`src/rtl/uart_pkg.sv`:
```
// Shared UART definitions: frame states, data width and bit timing.
// Used by both the transmitter and the receiver.
package uart_pkg;

  localparam int DATA_BITS = 8;

  typedef enum logic [1:0] {
    IDLE  = 2'd0,
    START = 2'd1,
    DATA  = 2'd2,
    STOP  = 2'd3
  } uart_state_e;

  function automatic int clks_per_bit(
    input int clk_freq,
    input int baud_rate
  );
    return clk_freq / baud_rate;
  endfunction

endpackage

```
`src/rtl/uart_rx_sync.sv`:
```
// Two-flop synchroniser for an asynchronous input.
// Reset value is a parameter so idle-high lines start inactive.
module uart_rx_sync #(
  parameter logic RST_VAL = 1'b1
) (
  input  logic clk,
  input  logic rst,
  input  logic d,
  output logic q
);

  logic meta;

  // Two back-to-back flops settle metastability before use.
  always_ff @(posedge clk or negedge rst) begin
    if (!rst) begin
      meta <= RST_VAL;
      q    <= RST_VAL;
    end else begin
      meta <= d;
      q    <= meta;
    end
  end

endmodule

```
`src/rtl/uart_rx.sv`:
```
// 8N1 UART receiver timed by a cycle counter on clk.
// Start bit checked at mid-bit, data and stop sampled at bit centres.
module uart_rx
  import uart_pkg::*;
#(
  parameter int clk_freq  = 1000000,
  parameter int baud_rate = 9600
) (
  input  logic                 clk,
  input  logic                 rst,
  input  logic                 rx,
  output logic [DATA_BITS-1:0] rx_data,
  output logic                 donerx,
  output logic                 frame_err
);

  localparam int CPB  = clks_per_bit(clk_freq, baud_rate);
  localparam int HALF = CPB / 2;
  localparam int CW   = (CPB > 1) ? $clog2(CPB) : 1;
  localparam int BW   = $clog2(DATA_BITS);

  localparam logic [CW-1:0] CNT_LAST = CW'(CPB - 1);
  localparam logic [CW-1:0] CNT_MID  = CW'(HALF - 1);
  localparam logic [BW-1:0] IDX_LAST = BW'(DATA_BITS - 1);

  logic                 rx_s;
  logic                 rx_d;
  uart_state_e          state;
  logic [CW-1:0]        cnt;
  logic [BW-1:0]        bit_idx;
  logic [DATA_BITS-1:0] sr;
  logic                 fall;

  uart_rx_sync #(
    .RST_VAL (1'b1)
  ) u_sync (
    .clk (clk),
    .rst (rst),
    .d   (rx),
    .q   (rx_s)
  );

  // Delayed copy of the synchronised line for edge detection.
  always_ff @(posedge clk or negedge rst) begin
    if (!rst) begin
      rx_d <= 1'b1;
    end else begin
      rx_d <= rx_s;
    end
  end

  assign fall = rx_d & ~rx_s;

  // Frame FSM with bit counter, shift register and registered outputs.
  always_ff @(posedge clk or negedge rst) begin
    if (!rst) begin
      state     <= IDLE;
      cnt       <= '0;
      bit_idx   <= '0;
      sr        <= '0;
      rx_data   <= '0;
      donerx    <= 1'b0;
      frame_err <= 1'b0;
    end else begin
      donerx    <= 1'b0;
      frame_err <= 1'b0;
      case (state)
        IDLE: begin
          cnt <= '0;
          if (fall) begin
            state <= START;
          end
        end
        START: begin
          if (cnt == CNT_MID) begin
            cnt     <= '0;
            bit_idx <= '0;
            state   <= rx_s ? IDLE : DATA;
          end else begin
            cnt <= cnt + 1'b1;
          end
        end
        DATA: begin
          if (cnt == CNT_LAST) begin
            cnt     <= '0;
            sr      <= {rx_s, sr[DATA_BITS-1:1]};
            bit_idx <= bit_idx + 1'b1;
            if (bit_idx == IDX_LAST) begin
              state <= STOP;
            end
          end else begin
            cnt <= cnt + 1'b1;
          end
        end
        STOP: begin
          if (cnt == CNT_LAST) begin
            cnt   <= '0;
            state <= IDLE;
            if (rx_s) begin
              rx_data <= sr;
              donerx  <= 1'b1;
            end else begin
              frame_err <= 1'b1;
            end
          end else begin
            cnt <= cnt + 1'b1;
          end
        end
        default: state <= IDLE;
      endcase
    end
  end

endmodule

```
`config.mk`:
```
export PLATFORM = sky130hd
export DESIGN_NAME = uart_rx
export DESIGN_NICKNAME = d
export VERILOG_FILES = /design/src/rtl/uart_pkg.sv /design/src/rtl/uart_rx_sync.sv /design/src/rtl/uart_rx.sv
export SDC_FILE = /design/constraint.sdc
export NUM_CORES = 1
export LEC_CHECK = 0
export CELL_PAD_IN_SITES_DETAIL_PLACEMENT = 0
export CELL_PAD_IN_SITES_GLOBAL_PLACEMENT = 2
export CORE_UTILIZATION = 30
export DETAILED_ROUTE_END_ITERATION = 7
export DONT_BUFFER_PORTS = 1
export PLACE_DENSITY_LB_ADDON = 0.1
export SLEW_MARGIN = 20
export SYNTH_ARGS = -nofsm -noshare
export SYNTH_HDL_FRONTEND = slang
export SYNTH_HIERARCHICAL = 1
export SYNTH_SLANG_ARGS = --single-unit
```
`constraint.sdc`:
```
create_clock -name clk -period 2.32 [get_ports clk]
set_clock_uncertainty 0.05 [all_clocks]
set_input_delay 0.232 -clock clk [delete_from_list [all_inputs] [get_ports clk]]
set_output_delay 0.232 -clock clk [all_outputs]
set_load 0.02 [all_outputs]
```
[Word-level counts from Yosys, hierarchy flattened]
Cells that the tools add are included.
Storage, ports and cells
  flip-flop bits (word level): 33
  bits of input ports: 3
  output and inout port bits: 10
  logic and storage cells: 51
Operators by class
  $add $sub $neg: 2
  equality and inequality tests: 11
  mux-type cells: 19
  bitwise gates (word level): 2
  reduce and logical (&&, ||, !) cells: 7
Operators with widths (count)
  $pmux W7 S3: 1
  $mux W7: 2
  $mux W2: 6
  $ne A2 B2 Y1 const B: 5
  $pmux W2 S4: 1
  $add A7 B1 Y7 const B: 1
  $eq A7 B6 Y1 const B: 1
  $eq A7 B7 Y1 const B: 1
  $mux W1: 6
  $mux W3: 2
  $pmux W3 S2: 1
  $reduce_and A3 Y1: 2
  $reduce_and A5 Y1: 1
  $eq A2 B2 Y1 const B: 2
  $add A3 B1 Y3 const B: 1
  $eq A3 B3 Y1 const B: 1
  $eq A2 B1 Y1 const B: 1
  $logic_not A2 Y1: 1
  $reduce_and A2 Y1: 1
  $reduce_bool A2 Y1: 1
  $reduce_or A2 Y1: 1
  $and A1 B1 Y1: 1
  $not A1 Y1: 1

[Longest topological paths before layout]
  depth in word-level cells: 4
  gate-level depth with buffers: 5
  gate-level depth less buffers: 5

[Hierarchy]
Netlist, hierarchy kept.
By module, submodules not included
  uart_rx: instances 1, cells an instance 105, area each 1418.9 sq um, seq. area each 777.0 sq um
  uart_rx_sync: instances 1, cells an instance 2, area each 52.6 sq um, seq. area each 52.6 sq um

[Least setup slack after synthesis]
No wires, ideal clock.
  path kind: register to register
  from: register cnt[0]
  to: register sr[0]
  arrival time: 1.515 ns
  data required time: 2.142 ns
  setup slack: 0.627 ns
  stages on the path, launching flop included: 6
  clock period less this slack: 1.693 ns
  cell sequence: dfrtp_1 ha_1 nand3b_2 nor4_4 buf_4 mux2_1
On the way
  word-level cells in the longest chain between the ends: 2
Ends and longest elaborated chain
  start: declaration: line uart_rx.sv:29  | logic [CW-1:0] cnt;
  start signal: assignment: line uart_rx.sv:80  | cnt <= cnt + 1'b1;
  start signal: assignment: line uart_rx.sv:92  | cnt <= cnt + 1'b1;
  start signal: assignment: line uart_rx.sv:106  | cnt <= cnt + 1'b1;
  $eq A7 B7 Y1: line uart_rx.sv:84  | if (cnt == CNT_LAST) begin
  $reduce_and A2 Y1 (no source line)
  end signal: assignment: line uart_rx.sv:86  | sr <= {rx_s, sr[DATA_BITS-1:1]};
  end: declaration: line uart_rx.sv:31  | logic [DATA_BITS-1:0] sr;
No other way between the ends.
A chain may end at the register's enable or synchronous reset.

[Final worst setup path]
  from: register cnt[0]
  to: register sr[5]
The elaborated chain is that of the path after synthesis.

==> impl_results.md <==
* Hold Crit Depth at 0
* Post-CTS setup repair buffer count at 0
* Post-synth top area cell: dfrtp_1
* Seq cells post-synth at 33
* Syn_nets at 113
* Synth Cell Area at 0.00147 mm2
* Critical-path cell list: ha_1, nand3b_2, nor4_4, buf_4, mux2_2
* Commonest register cell after synthesis: dfrtp_1
* Fraction of layout cells with a size suffix above 1 at 0.267
* Reg2reg path depth at 5
* Routing usage on met3 at 0.0333
* CP peak stage delay at 0.39 ns
* Num CTS Buffers at 5
* Final GP Congestion at 0.669
* DR vias at 871
* Leakage at 0.776 nW
* Reg2reg end: sr[5]
* Number of remaining DRC errors at 0
* Vias per cell at 4.76
* R2r setup slk at 0.33 ns
* R2r startpoint: cnt[0]
* I/O pin cnt at 13
* Cell count after synthesis at 107
* First-pass GRT wire length at 4.58 mm
* Top achievable clock speed at 503 MHz
* Seq/Total Area, Yosys at 0.564
* CP delay by family, top: simple AND/OR/NAND/NOR gates
* Post-route insts no fill at 183
* Fin nets at 122
* Max Root-Sink Buffers at 2
* Overall Global Routing Usage at 0.118
* Hold slack at 0.306 ns
* Setup WS post-layout at 0.333 ns
* WP data required at 2.43 ns
* Met2 GRT Util at 0.170
* Met1 Resource Use GR at 0.165
* Drt initial violations at 33
* Synth cell types at 39
* Die span in x at 72.0 um
* Max Slew Vio Count at 0
* Post-route ant nets at 0
* Status: complete, no violations
* CP startpoint kind: flop
* Hold_sp: u_sync/meta
* Critical path peak fanout at 8
* Routed WL at 2.61 mm
* Cts hold-fix bufs at 3
* Relative slew slack at 0.669
* CTS tree: built
* DP Worst Slack at 0.306 ns
* Worst skew pair latency at 0.27 ns
* Async S/R FF share, synth at 1.00
* Total die area at 0.00519 mm2
* Min Tclk post-route at 1.99 ns
* CP Buf/Inv Count at 1
* Critical setup path kind: flop to flop
* Class of the worst hold path: flop to flop
* # clock sinks at 33
* EDFF count, synth at 0
* Tcrit/Tclk final at 0.856
* Hold Path Sink: u_sync/q
* Critical path arrival at 2.10 ns
* Power Density at 768 mW/mm2
* 1st-pass router iterations at 3
* Cells after DPL at 173
* CP endpoint kind: flop
* Clk root buf: clkbuf_8
* Crit-path slowest cell: dfrtp_1
* WL per Instance at 14.2 um
* Vias in the first global route at 931
* Yosys warns at 6
* Area grow syn2layout at 13.7%
* Max_cap viols at 0
* Hpwl dp at 1.80 mm
* Worst ir drop on vdd at 405 uV
* Diode count at 0
* Core area at 0.00472 mm2
* RSZ-0062 raised after global routing: no
* Post-CTS sizing at 0
* Clk pin slew, worst setup/hold paths at 0.06 ns
* Most frequent cells in the layout: 30 x dfrtp_1, 9 x mux2_2, 7 x a21oi_1, 7 x mux2_1
* Synth top area cells: dfrtp_1 51%, mux2_2 6.9%, dfstp_2 5.4%
* Final setup fails at 0
* Largest net degree at the start of global routing at 34
* IO buf count at 0
* H-tree levels at 2
* Most common cell after layout, fill and taps aside: dfrtp_1
* # rows at 25
* Total gr overflow at 0
* Die H at 72.0 um
* Syn Area/Cell at 13.8 um2
* Busiest grt layer: met2
* Initial Util at 0.312
* Final TNS setup at 0 ns
* Share of the synthesized area in the top cell type at 0.510
* Initial antenna violation count at 0
* Tightest Pin Transition at 0.493 ns
* Hold Violations, Final at 0
## state kept, by name (all words and copies together) (netlist names), named ones only
signal / cells
bit_idx: 3
cnt: 7
donerx: 1
frame_err: 1
rx_d: 1
rx_data: 8
sr: 8
state: 1
u_sync/meta: 1
u_sync/q: 1
## layer usage
layer | wire length [um] | vias to the layer above
li1 | - | 416
met4 | 24 | 0
met2 | 1180 | 9
met1 | 1340 | 444
met3 | 59 | 2
met5 | 0 | -
## layout make-up
type                       count  area, um2
sequential                    33        830
clock buffer                   7       86.3
timing repair buffer           5       55.1
fill                         480       3050
multi-input combinational     67        603
tap                           67       83.8
inverter                       4       15.0
## cell usage after synthesis (all sizes together) (2+ instances only)
library cell	count
a221oi	3
buf	3
a22oi	2
nand3	4
o21ai	7
a21oi	7
mux2	16
dfstp	3
ha	3
nand3b	3
dfrtp	30
or3	2
inv	4
nand2	2
xor2	2
## power breakdown
| part | leakage [nW] | internal (mW) | switching (mW) | total, mW |
|---|---|---|---|---|
| registers | 0.440 | 0.625 | 0.0726 | 0.697 |
| logic | 0.292 | 0.0838 | 0.0792 | 0.163 |
| clock network | 0.0443 | 0.235 | 0.190 | 0.425 |
## cell families after synthesis
family                     after synthesis  synth area share
AOI/OAI and AO/OA                       25             0.118
muxes                                   16             0.122
and+or+nand+nor                         20             0.126
xor gates and xnor gates                 3            0.0179
DFF                                     33             0.564
adders and majority gates                3            0.0255
buffers and inverters                    7            0.0264
## per-stage QoR
| stage | area, um2 | total power [mW] | util |
|---|---|---|---|
| 6_report | 1670 | 1.29 | 0.354 |
| 3_5_place_dp | 1550 | 0.854 | 0.327 |
| 4_1_cts | 1670 | 1.31 | 0.354 |
| 3_3_place_gp | 1550 | 0.853 | 0.327 |
| 2_1_floorplan | 1470 | 0.829 | - |
| 5_1_grt | 1670 | 1.36 | 0.354 |
## worst max path at each step
stage / cells past startpoint / end / start
after floorplan: 5 / sr[0] / cnt[0]
after global placement: 5 / sr[5] / cnt[0]
after detailed placement: 5 / sr[5] / cnt[0]
after CTS: 5 / sr[5] / cnt[0]
after global routing: 5 / sr[7] / cnt[0]
final: 5 / sr[5] / cnt[0]
Power figures use the tool's default switching activity.
